**config.mk**
```make
export PLATFORM = sky130hd
export DESIGN_NAME = glitch_filter
export DESIGN_NICKNAME = d
export VERILOG_FILES = /design/src/rtl/glitch_filter_pkg.sv /design/src/rtl/glitch_filter_sync.sv /design/src/rtl/glitch_filter.sv
export SDC_FILE = /design/constraint.sdc
export NUM_CORES = 1
export LEC_CHECK = 0
export ABC_CLOCK_PERIOD_IN_PS = 1200
export CAP_MARGIN = 20
export CORE_AREA = 2 2 39 41
export CTS_BUF_LIST = sky130_fd_sc_hd__clkbuf_4
export CTS_CLUSTER_SIZE = 40
export DETAILED_ROUTE_END_ITERATION = 8
export DIE_AREA = 0 0 41 43
export HOLD_SLACK_MARGIN = 0.12
export PLACE_DENSITY_LB_ADDON = 0.3
export SYNTH_ARGS = -nofsm -noshare
export SYNTH_HDL_FRONTEND = slang
export SYNTH_SLANG_ARGS = --single-unit
```
**constraint.sdc**
```tcl
create_clock -name clock -period 1.2 [get_ports clock]
set_clock_uncertainty 0.05 [all_clocks]
set_input_delay 0.24 -clock clock [delete_from_list [all_inputs] [get_ports clock]]
set_output_delay 0.24 -clock clock [all_outputs]
set_load 0.05 [all_outputs]
```
**src/rtl/glitch_filter_pkg.sv**
```systemverilog
// Shared constants and helpers for the glitch_filter deglitch block.
// Latency: n/a (package). Backpressure: n/a.
// Counter width helper keeps the top and any wrappers in agreement.
package glitch_filter_pkg;

  localparam int GF_STABLE_CNT_DEF  = 4;
  localparam int GF_SYNC_STAGES_DEF = 2;

  function automatic int gf_cnt_w(input int n);
    return $clog2(n) + 1;
  endfunction

endpackage

```
**src/rtl/glitch_filter_sync.sv**
```systemverilog
// Purpose: SYNC_STAGES-deep flop chain bringing an async bit into the clock domain.
// Latency: SYNC_STAGES cycles from d to q.
// Backpressure: none; samples every cycle.
module glitch_filter_sync #(
  parameter int   SYNC_STAGES = 2,
  parameter logic RESET_VAL   = 1'b0
) (
  input  logic clock,
  input  logic reset,
  input  logic d,
  output logic q
);

  logic [SYNC_STAGES-1:0] chain;

  generate
    if (SYNC_STAGES == 1) begin : g_single
      always_ff @(posedge clock or negedge reset) begin
        if (!reset) chain <= RESET_VAL;
        else        chain <= d;
      end
    end else begin : g_multi
      always_ff @(posedge clock or negedge reset) begin
        if (!reset) chain <= {SYNC_STAGES{RESET_VAL}};
        else        chain <= {chain[SYNC_STAGES-2:0], d};
      end
    end
  endgenerate

  assign q = chain[SYNC_STAGES-1];

endmodule

```
**src/rtl/glitch_filter.sv**
```systemverilog
// Purpose: deglitch a noisy async pin; optional edge pulses under GLITCH_FILTER_EDGE_EN.
// Latency: sig_out follows after SYNC_STAGES+STABLE_CNT stable edges.
// Backpressure: none; free-running, one sample per clock.
module glitch_filter
  import glitch_filter_pkg::*;
#(
  parameter int   STABLE_CNT  = GF_STABLE_CNT_DEF,
  parameter int   SYNC_STAGES = GF_SYNC_STAGES_DEF,
  parameter logic RESET_VAL   = 1'b0
) (
  input  logic clock,
  input  logic reset,
  input  logic sig_in,
`ifdef GLITCH_FILTER_EDGE_EN
  output logic rise_pulse,
  output logic fall_pulse,
`endif
  output logic sig_out
);

  localparam int            CW       = gf_cnt_w(STABLE_CNT);
  localparam logic [CW-1:0] CNT_TERM = CW'(STABLE_CNT - 1);
  localparam logic [CW-1:0] CNT_ONE  = CW'(1);

  logic          s;
  logic [CW-1:0] cnt;
  logic          update;

  glitch_filter_sync #(
    .SYNC_STAGES (SYNC_STAGES),
    .RESET_VAL   (RESET_VAL)
  ) u_sync (
    .clock (clock),
    .reset (reset),
    .d     (sig_in),
    .q     (s)
  );

  // Terminal count on a still-differing sample: commit the new level this edge.
  assign update = (s != sig_out) && (cnt == CNT_TERM);

  always_ff @(posedge clock or negedge reset) begin
    if (!reset) begin
      cnt     <= '0;
      sig_out <= RESET_VAL;
    end else if (s == sig_out) begin
      cnt <= '0;
    end else if (update) begin
      sig_out <= s;
      cnt     <= '0;
    end else begin
      cnt <= cnt + CNT_ONE;
    end
  end

`ifdef GLITCH_FILTER_EDGE_EN
  always_ff @(posedge clock or negedge reset) begin
    if (!reset) begin
      rise_pulse <= 1'b0;
      fall_pulse <= 1'b0;
    end else begin
      rise_pulse <= update &  s;
      fall_pulse <= update & ~s;
    end
  end
`endif

endmodule

```
# == Word level (Yosys, flattened, before mapping) ==
# Cells that the tools add are included.
# word_totals
ff_bits,6
in_bits,3
out_inout_bits,1
# op_classes
add_sub_neg,1
n_eq_ne,3
mux,2
bitwise_logic,1
reduce_logical,2
# ops
cell,n
two-way mux 3 bit,2
adder 3 x 1 -> 3 bit (second input constant),1
== test 3 x 2 -> 1 bit (second input constant),1
AND reduction 2 bit,1
== test 1 bit,1
logical AND 1 bit,1
!= test 1 bit,1
NOT 1 bit,1

# == Depth between registers and ports, before layout ==
# Gate-level depths: netlist of the first run.
# logic_depth
word_depth,4
mapped_depth,3
depth_no_buf,3

# == By module ==
# Synthesis of the first run repeated with hierarchy kept, for this count alone.
# unflattened
cells_unflattened,13
area_unflattened_um2,216.5
# by_module_without_submodules
module,instances,cells_each,area_each_um2
glitch_filter,1,11,166.4
glitch_filter_sync,1,2,50.0

# == Least setup slack after synthesis of the first run ==
# Ideal clock, no wire load.
# synth_path
path_type,reg2reg
startpoint,reg sig_out
endpoint,reg cnt[1]
setup_time_ns,0.088
arrival_ns,0.997
required_ns,1.062
path_slack_ns,0.065
path_stages_with_launch,3
path_buffers,0
period_less_slack_ns,1.135
cell_sequence,dfrtp_1 -> xnor2_1 -> nor3b_1
# synth_between
elab_chain_len,4
elab_cells_between_ends,5
classes_between,eq/ne (2); mux (2); reduce/logical (1)
# synth_rtl
item,line,text
start: declaration,glitch_filter.sv:18,output logic sig_out
start signal: assignment,glitch_filter.sv:49,sig_out <= s;
!= test 1 bit,glitch_filter.sv:40,assign update = (s != sig_out) && (cnt == CNT_TERM);
logical AND 1 bit,glitch_filter.sv:40,
two-way mux 3 bit,glitch_filter.sv:48,end else if (update) begin
two-way mux 3 bit (*),glitch_filter.sv:46,end else if (s == sig_out) begin
end signal: assignment,glitch_filter.sv:52,cnt <= cnt + CNT_ONE;
end: declaration,glitch_filter.sv:26,logic [CW-1:0] cnt;
# Every way passes the cells marked *; elsewhere a longest branch is shown, timed or not.
# A chain may end at the register's enable or synchronous reset.

# == Final worst setup path of the first run ==
# layout_path
startpoint,reg cnt[0]
endpoint,reg sig_out
# layout_between
elab_chain_len,3
# layout_rtl
item,line
== test 3 x 2 -> 1 bit,glitch_filter.sv:40
logical AND 1 bit,glitch_filter.sv:40
AND reduction 2 bit (no line),n/a
# No other way between the ends.

==> flow_summary_export.csv, run 1 <==
group,metric,value,unit
run_status,status,"complete, no violations",
timing,period_share,97.6,%
flow_run,drv_cap,0,
synthesis,syn_nets,17,
timing,fin_setup_tns,0,ns
timing,fmax,854,MHz
layout,instances_no_fill,37,
pwr,p_seq_share,38.3,%
route,drcViolationCount,0,
pwr,ir_drop,0.865,mV
worst_setup_path,cp-start-kind,"register",
worst_setup_path,criticalPathCategory,"reg -> reg",
synthesis,ys_types,7,
placement,dp.cells,32,
route,viasPerCell,3.51,
clock_tree,cts_tree,"built",
worst_setup_path,startpoint,"cnt[0]$_DFF_PN0_",
layout,drive_above_1_share,42.9,%
pwr,power.internal,0.531,mW
worst_setup_path,critPathMaxFanout,2,
synthesis,netlist.area_leader.share,69.4,%
pwr,powerDensity,2380,nW/um^2
synthesis,synth_compound_area_share,0,%
layout,final_net_count,27,
floorplanning,die_h,43,um
route,vias,130,
route,antenna_left,0,
synthesis,synth_fa_ha_area_share,5.78,%
clock_tree,clk-insertion-delay-late,0.24,ns
grt,antenna_found_initial,0,
grt,grt-ovfl-total,0,
synthesis,netlist_area,216,um^2
synthesis,syn_avg_cell_area,16.7,um^2
worst_setup_path,cp_data_required_time,1.26,ns
synthesis,synth_area_leaders,"dfrtp_1, nor3b_1, nor2b_4, ha_1, mux2_2",
placement,pre_cts_ws,-0.00115,ns
timing,hold_viol_final,0,
clock_tree,cts_buffers,3,
clock_tree,cts_max_level,1,
worst_setup_path,critPathCapture,"sig_out$_DFFE_PN0P_",
grt,grt_max_degree,7,
pwr,p_sw_share,30.3,%
floorplanning,start_util,15.6,%
placement,place.gp.congestion,0.618,
grt,gr-usage-all-layers,6.09,%
floorplanning,dieWidth,41,um
clock_tree,clkTransAtPathRegs,0.04,ns
worst_setup_path,cpPeakStageDelay,0.34,ns
clock_tree,cts-root-buf,"clkbuf_4",
route,firstDrtPassIters,1,
grt,grt_pass1_wl,621,um
route,wl_per_cell,10.4,um
min_path,hold_path.class,"in -> async",
worst_setup_path,rrSetupSlack,0.03,ns
synthesis,synth_top_family_by_area,"simple AND/OR/NAND/NOR gates",
synthesis,ys_ff_latch,6,
clock_tree,clock_sinks,6,
synthesis,synthXorXnorAreaFrac,4.05,%
worst_setup_path,path_depth,3,
worst_setup_path,r2r_cells,3,
pwr,p_leak,0.141,nW
worst_setup_path,worstReg2RegStart,"cnt[0]$_DFF_PN0_",
route,drt_wl_total,383,um
timing,slew_headroom,82.4,%
synthesis,synth-simple-area-share,15.6,%
worst_setup_path,crit_chain,"ha_2 -> nor2b_4 -> mux2_4",
pwr,p_clk_share,23.2,%
floorplanning,io_pins,4,
placement,port_buffers,3,
synthesis,syn_inst,13,
timing,finalSetupViolCount,0,
worst_setup_path,critPathBufInv,0,
clock_tree,clock_tree.buffer_depth,2,
worst_setup_path,crit_family,"flip-flops",
pwr,combPwrFrac,38.5,%
synthesis,synth_seq_area_share,69.4,%
worst_setup_path,critPathArrivalTime,1.24,ns
synthesis,synth_warnings,0,
floorplanning,rows,14,
timing,fin_ws,0.0286,ns
timing,finalMaxSlewViolations,0,
layout,area_delta_synth_final,48.0,%
floorplanning,core,1380,um^2
worst_setup_path,worstReg2RegEnd,"sig_out$_DFFE_PN0P_",
pwr,switchingPower,0.231,mW
synthesis,synth_mux_area_share,5.20,%
worst_setup_path,slowest_stage,"dfrtp_1",
route,drtIter0Drc,0,
timing,worst_slew_pin_slew,0.263,ns
worst_setup_path,endpoint_kind,"register",
synthesis,yosys.area.top_type,"dfrtp_1",
floorplanning,dieArea,1760,um^2
timing,period_needed,1.17,ns
grt,grt_pass1_vias,156,
layout,diodes,0,
cells in the mapped netlist:
cell,count
xnor2_1,1
dfrtp_1,6
nor2b_4,1
mux2_2,1
ha_1,1
nor3_1,1
nor3b_1,2
power groups by stage:
stage                     registers, mW  clock network [mW]  logic (mW)
after floorplan                   0.337                   0      0.0896
after global placement            0.289                   0       0.242
after detailed placement          0.292                   0       0.246
after CTS                         0.291               0.185       0.281
after global routing              0.299               0.204       0.323
final                             0.291               0.177       0.293
metrics by stage:
stage | hold WS [ns] | utilization (%) | area (um^2) | total power [mW]
after global placement | 0.292 | 20.0 | 277 | 0.531
after floorplan | -0.106 | - | 216 | 0.427
after CTS | 0.188 | 22.9 | 317 | 0.757
after detailed placement | 0.296 | 20.0 | 277 | 0.538
final | 0.185 | 23.1 | 320 | 0.762
after global routing | 0.190 | 23.1 | 320 | 0.826
worst min-delay path by stage:
stage / start / endpoint
finish: reset / cnt[2]$_DFF_PN0_
global route: reset / cnt[2]$_DFF_PN0_
CTS: reset / cnt[2]$_DFF_PN0_
detailed placement: u_sync.chain[0]$_DFF_PN0_ / u_sync.chain[1]$_DFF_PN0_
global placement: u_sync.chain[0]$_DFF_PN0_ / u_sync.chain[1]$_DFF_PN0_
floorplan: reset / cnt[0]$_DFF_PN0_
flip-flops by register name, indices dropped and copies added, names as in the netlist:
| signal | cells |
|---|---|
| sig_out | 1 |
| cnt | 3 |
| u_sync.chain | 2 |
layer usage:
layer,up-vias,track usage (%),wire (um)
li1,61,-,-
met1,63,6.00,123
met2,6,7.19,223
met3,0,6.81,36
met4,0,4.00,0
met5,-,0,0
worst reg2reg max path, cell delays in order (launching register included):
cell	delay, ns
dfrtp_1	0.34
ha_2	0.18
nor2b_4	0.16
mux2_4	0.31
layout by cell type (no fill, tap or decap):
master           netlist  layout
mux2_4                 0       1
buf_4                  0       2
nor3_1                 1       1
xnor2_1                1       1
dfrtp_1                6       6
ha_2                   0       1
buf_12                 0       1
clkdlybuf4s50_1        0       2
nor3b_1                2       2
clkbuf_4               0       3
nor2b_4                1       1
layout make-up:
class | instances | area (um^2)
repair buffers | 5 | 55.1
flip-flops and latches | 6 | 150
well taps | 16 | 20.0
multi-input cells | 7 | 72.6
fillers | 153 | 1060
clock buffers | 3 | 22.5
logic make-up (layout without fill, tap and decap cells):
logic type    count (synthesis)  in the layout
mux                           1              1
flops                         6              6
fa+ha+maj                     1              1
buf+inv                       0              8
xor+xnor                      1              1
simple gates                  4              4
what timing repair did:
| action | in CTS | in global routing |
|---|---|---|
| buffers inserted | 2 | 0 |
| hold buffers | 0 | 0 |
| endpoints found under the setup margin | 1 | 1 |
| resized for setup | 1 | 1 |
| pin swaps | 0 | 1 |
(Power assumes the default switching activity.)
==> run 2, diff against run 1 <==
--- a/config.mk
+++ b/config.mk
@@ -8,12 +8,13 @@
 export ABC_CLOCK_PERIOD_IN_PS = 1200
 export CAP_MARGIN = 20
 export CORE_AREA = 2 2 39 41
-export CTS_BUF_LIST = sky130_fd_sc_hd__clkbuf_4
+export CTS_BUF_LIST = sky130_fd_sc_hd__clkbuf_2 sky130_fd_sc_hd__clkbuf_4 sky130_fd_sc_hd__clkbuf_8
 export CTS_CLUSTER_SIZE = 40
 export DETAILED_ROUTE_END_ITERATION = 8
 export DIE_AREA = 0 0 41 43
 export HOLD_SLACK_MARGIN = 0.12
 export PLACE_DENSITY_LB_ADDON = 0.3
+export RECOVER_POWER = 100
 export SYNTH_ARGS = -nofsm -noshare
 export SYNTH_HDL_FRONTEND = slang
 export SYNTH_SLANG_ARGS = --single-unit
==> flow_summary_export.csv, run 2 (synthesis gave the netlist of run 1 again) <==
group,metric,value,unit
run_status,status,"complete, no violations",
floorplanning,io_pins,4,
worst_setup_path,slowest_stage,"dfrtp_1",
timing,worst_slew_pin_slew,0.268,ns
worst_setup_path,critPathBufInv,0,
route,vias,130,
worst_setup_path,worstReg2RegEnd,"sig_out$_DFFE_PN0P_",
layout,mostFrequentLayoutCells,"dfrtp_1, clkbuf_4, buf_4",
worst_setup_path,cpPeakStageDelay,0.34,ns
route,antenna_left,0,
grt,grt_use_met3,6.81,%
clock_tree,cts_buffers,3,
pwr,combPwrFrac,35.3,%
clock_tree,cts_max_level,1,
placement,place.gp.congestion,0.618,
timing,finalSetupViolCount,0,
floorplanning,core,1380,um^2
layout,post-route-util,22.2,%
placement,pre_cts_ws,-0.00115,ns
grt,antenna_found_initial,0,
clock_tree,clock_sinks,6,
placement,dpl_cell_area,277,um^2
pwr,p_leak,0.137,nW
timing,finalMaxSlewViolations,0,
pwr,power.internal,0.488,mW
pwr,p_seq_share,39.8,%
worst_setup_path,rrSetupSlack,0.03,ns
pwr,p_clk_share,24.9,%
layout,final.fill_count,153,
clock_tree,cts-root-buf,"clkbuf_4",
clock_tree,cts_tree,"built",
grt,grt_pass1_wl,621,um
layout,fin_area,308,um^2
worst_setup_path,endpoint_kind,"register",
worst_setup_path,cp_data_required_time,1.26,ns
timing,fmax,854,MHz
pwr,powerDensity,2300,nW/um^2
clock_tree,clk-insertion-delay-late,0.24,ns
route,drt_wl_total,382,um
grt,grt-ovfl-total,0,
grt,gr-usage-all-layers,6.09,%
route,viasPerCell,3.51,
grt,busiest_layer,"met2",
min_path,hold_path.class,"in -> async",
grt,grt_pass1_vias,156,
layout,final_common_cell,"dfrtp_1",
pwr,total_power,0.709,mW
layout,largest_reg_flops,3,
worst_setup_path,critPathMaxFanout,2,
route,drcViolationCount,0,
timing,hold_viol_final,0,
timing,period_needed,1.17,ns
layout,largestRegisters,"cnt x3, u_sync.chain x2, sig_out x1",
worst_setup_path,startpoint,"cnt[0]$_DFF_PN0_",
route,firstDrtPassIters,1,
floorplanning,start_util,15.6,%
placement,port_buffers,3,
grt,grtUsageMet1,6.00,%
worst_setup_path,criticalPathCategory,"reg -> reg",
layout,final_net_count,27,
floorplanning,dieArea,1760,um^2
worst_setup_path,critPathArrivalTime,1.24,ns
pwr,switchingPower,0.221,mW
clock_tree,clock_tree.buffer_depth,2,
clock_tree,clkTransAtPathRegs,0.04,ns
layout,area_delta_synth_final,42.2,%
pwr,p_sw_share,31.1,%
layout,diodes,0,
timing,holdWs,0.255,ns
worst_setup_path,worstReg2RegStart,"cnt[0]$_DFF_PN0_",
layout,drive_above_1_share,42.9,%
route,wl_per_cell,10.3,um
timing,fin_ws,0.0286,ns
layout,regArea,150,um^2
grt,grt_max_degree,7,
worst_setup_path,cp-start-kind,"register",
floorplanning,die_h,43,um
timing,period_share,97.6,%
worst_setup_path,crit_family,"flip-flops",
layout,regMostFlops,"cnt",
floorplanning,rows,14,
flow_run,drv_cap,0,
worst_setup_path,r2r_cells,3,
route,drtIter0Drc,0,
timing,slew_headroom,82.1,%
worst_setup_path,crit_chain,"ha_2 -> nor2b_4 -> mux2_4",
layout,multiInputGateArea,72.6,um^2
pwr,ir_drop,0.718,mV
grt,grt.met2_usage,7.19,%
floorplanning,dieWidth,41,um
==> run 2: cell count changes in the layout (fill, tap and decap cells not counted) <==
| cell | previous run | this run |
|---|---|---|
| clkdlybuf4s50_1 | 2 | 0 |
| buf_12 | 1 | 0 |
| buf_4 | 2 | 3 |
| dlygate4sd3_1 | 0 | 2 |
==> run 2: power by group through the flow <==
stage	Clock, mW	Combinational (mW)	Sequential [mW]
finish	0.177	0.250	0.282
global placement	0	0.242	0.289
global route	0.204	0.279	0.289
CTS	0.185	0.281	0.291
floorplan	0	0.0896	0.337
detailed placement	0	0.246	0.292
==> run 2: final cells by class <==
type,instances,share of cell area [%]
repair buffers,5,13.8
clock buffers,3,7.32
multi-input cells,7,23.6
well taps,16,6.50
flip-flops and latches,6,48.8
==> run 2: worst reg2reg max path, stage by stage, from the launching register on <==
cell     delay [ns]
dfrtp_1        0.34
ha_2           0.18
nor2b_4        0.16
mux2_4         0.31
==> run 2: stage by stage <==
step	instances	TNS, ns
4_1_cts	37	0
6_report	37	0
5_1_grt	37	-0.00450
2_1_floorplan	13	0
3_5_place_dp	32	-0.00115
3_3_place_gp	32	0
==> run 2: how the worst max path moves through the flow <==
stage / endpoint / cells after the start / slack (ns)
3_3_place_gp: sig_out$_DFFE_PN0P_ / 3 / 0.04
2_1_floorplan: cnt[1]$_DFF_PN0_ / 2 / 0.07
4_1_cts: sig_out$_DFFE_PN0P_ / 3 / 0.01
5_1_grt: sig_out$_DFFE_PN0P_ / 3 / -0.004
3_5_place_dp: sig_out$_DFFE_PN0P_ / 3 / -0.001
6_report: sig_out$_DFFE_PN0P_ / 3 / 0.03
==> run 2: repair_timing <==
action / in CTS / in global routing
hold buffers: 0 / 0
setup endpoints to repair: 1 / 1
gates resized for setup: 1 / 1
buffers inserted: 2 / 0
pin swaps: 0 / 1
==> run 2: per-layer routing <==
layer | vias up | part of all wire [%]
li1 | 61 | -
met1 | 63 | 32
met2 | 6 | 58
met3 | 0 | 8.9
met4 | 0 | 0
met5 | - | 0
==> run 3, diff against run 2 <==
--- a/config.mk
+++ b/config.mk
@@ -7,11 +7,11 @@
 export LEC_CHECK = 0
 export ABC_CLOCK_PERIOD_IN_PS = 1200
 export CAP_MARGIN = 20
-export CORE_AREA = 2 2 39 41
+export CORE_AREA = 5 5 42 44
 export CTS_BUF_LIST = sky130_fd_sc_hd__clkbuf_2 sky130_fd_sc_hd__clkbuf_4 sky130_fd_sc_hd__clkbuf_8
 export CTS_CLUSTER_SIZE = 40
 export DETAILED_ROUTE_END_ITERATION = 8
-export DIE_AREA = 0 0 41 43
+export DIE_AREA = 0 0 47 49
 export HOLD_SLACK_MARGIN = 0.12
 export PLACE_DENSITY_LB_ADDON = 0.3
 export RECOVER_POWER = 100
==> flow_summary_export.csv, run 3 (synthesis gave the netlist of run 1 again) <==
group,metric,value,unit
worst_setup_path,r2r_cells,3,
route,vias,137,
pwr,p_leak,0.144,nW
flow_run,drv_cap,0,
route,drt_wl_total,315,um
clock_tree,clock_tree.buffer_depth,2,
min_path,hold_path.class,"in -> async",
floorplanning,start_util,15.4,%
timing,worst_slew_pin_slew,0.262,ns
worst_setup_path,worstReg2RegStart,"cnt[0]$_DFF_PN0_",
grt,grt_max_degree,7,
floorplanning,rows,14,
placement,place.gp.congestion,0.709,
clock_tree,cts_buffers,3,
grt,grt_pass1_vias,140,
route,wl_per_cell,8.29,um
layout,regMostFlops,"cnt",
placement,port_buffers,3,
layout,diodes,0,
worst_setup_path,critPathArrivalTime,1.24,ns
worst_setup_path,critPathCapture,"sig_out$_DFFE_PN0P_",
floorplanning,dieWidth,47,um
layout,drive_above_1_share,45.5,%
layout,area_delta_synth_final,49.7,%
timing,fin_ws,0.0304,ns
route,drtIter0Drc,1,
timing,finalSetupViolCount,0,
timing,fmax,855,MHz
worst_setup_path,cp_data_required_time,1.27,ns
clock_tree,cts_max_level,1,
pwr,ir_drop,0.994,mV
worst_setup_path,endpoint_kind,"register",
clock_tree,clock_sinks,6,
clock_tree,cts_tree,"built",
timing,hold_viol_final,0,
layout,largestRegisters,"cnt x3, u_sync.chain x2, sig_out x1",
clock_tree,clkTransAtPathRegs,0.04,ns
grt,antenna_found_initial,0,
route,firstDrtPassIters,2,
timing,finalMaxSlewViolations,0,
layout,final_net_count,28,
grt,gr-usage-all-layers,4.03,%
timing,holdWs,0.254,ns
route,viasPerCell,3.61,
worst_setup_path,cp-start-kind,"register",
layout,mostFrequentLayoutCells,"dfrtp_1, clkbuf_4, buf_4",
worst_setup_path,criticalPathCategory,"reg -> reg",
grt,grt_pass1_wl,558,um
floorplanning,core,1400,um^2
floorplanning,dieArea,2300,um^2
worst_setup_path,worstReg2RegEnd,"sig_out$_DFFE_PN0P_",
floorplanning,die_h,49,um
clock_tree,cts-root-buf,"clkbuf_4",
route,drcViolationCount,0,
timing,period_share,97.5,%
worst_setup_path,rrSetupSlack,0.03,ns
timing,period_needed,1.17,ns
placement,pre_cts_ws,-0.00493,ns
run_status,status,"complete, no violations",
pwr,powerDensity,2300,nW/um^2
timing,slew_headroom,82.5,%
grt,grt-ovfl-total,0,
worst_setup_path,startpoint,"cnt[0]$_DFF_PN0_",
layout,final_common_cell,"dfrtp_1",
route,antenna_left,0,
pwr,total_power,0.745,mW
floorplanning,io_pins,4,
layout,largest_reg_flops,3,
clock_tree,cts_hold_buf,0,
clock_tree,clk-insertion-delay-late,0.24,ns
worst_setup_path,critPathMaxFanout,2,
[run 3: how the worst min path moves through the flow]
stage	slack (ns)	from	cells after the start	end
after floorplan	-0.11	reset	0	cnt[0]$_DFF_PN0_
after global placement	0.30	u_sync.chain[0]$_DFF_PN0_	0	u_sync.chain[1]$_DFF_PN0_
after detailed placement	0.30	u_sync.chain[0]$_DFF_PN0_	0	u_sync.chain[1]$_DFF_PN0_
after CTS	0.18	reset	1	cnt[1]$_DFF_PN0_
after global routing	0.26	reset	1	cnt[2]$_DFF_PN0_
final	0.25	reset	1	cnt[1]$_DFF_PN0_
[run 3: power breakdown]
part | total [mW] | internal, mW | switching [mW] | leakage [nW]
clock network | 0.177 | 0.113 | 0.0642 | 0.0138
logic | 0.281 | 0.161 | 0.120 | 0.0550
registers | 0.288 | 0.251 | 0.0369 | 0.0751
total | 0.745 | 0.524 | 0.221 | 0.144
[run 3: per-stage QoR]
step	std cells	setup TNS (ns)	util, %	area [um^2]
global placement	32	0	19.7	277
global route	38	-0.00700	23.1	324
CTS	36	0	21.9	307
detailed placement	32	-0.00493	19.7	277
finish	38	0	23.1	324
floorplan	13	0	-	216
[run 3: critical path, cell delays in order (launching register included)]
cell	delay [ns]
dfrtp_1	0.34
ha_2	0.18
nor2b_4	0.14
mux2_2	0.33
[run 3: timing repair]
item	CTS	global route
endpoints found under the setup margin	1	2
resized for setup	0	1
pin swaps	0	1
setup buffers	1	2
cloned	0	0
[run 3: metal layers]
layer | share of wire, % | vias up | GRT usage [%]
met5 | 0 | - | 0
met3 | 16 | 2 | 6.27
met1 | 34 | 66 | 2.90
met4 | 3.2 | 0 | 2.76
li1 | - | 63 | -
met2 | 47 | 6 | 4.75
[run 3: area by class of cell]
class	instances	area, um^2
Timing Repair Buffer	6	62.6
Sequential cell	6	150
Clock buffer	3	22.5
Multi-Input combinational cell	7	68.8
Fill cell	160	1080
Tap cell	16	20.0
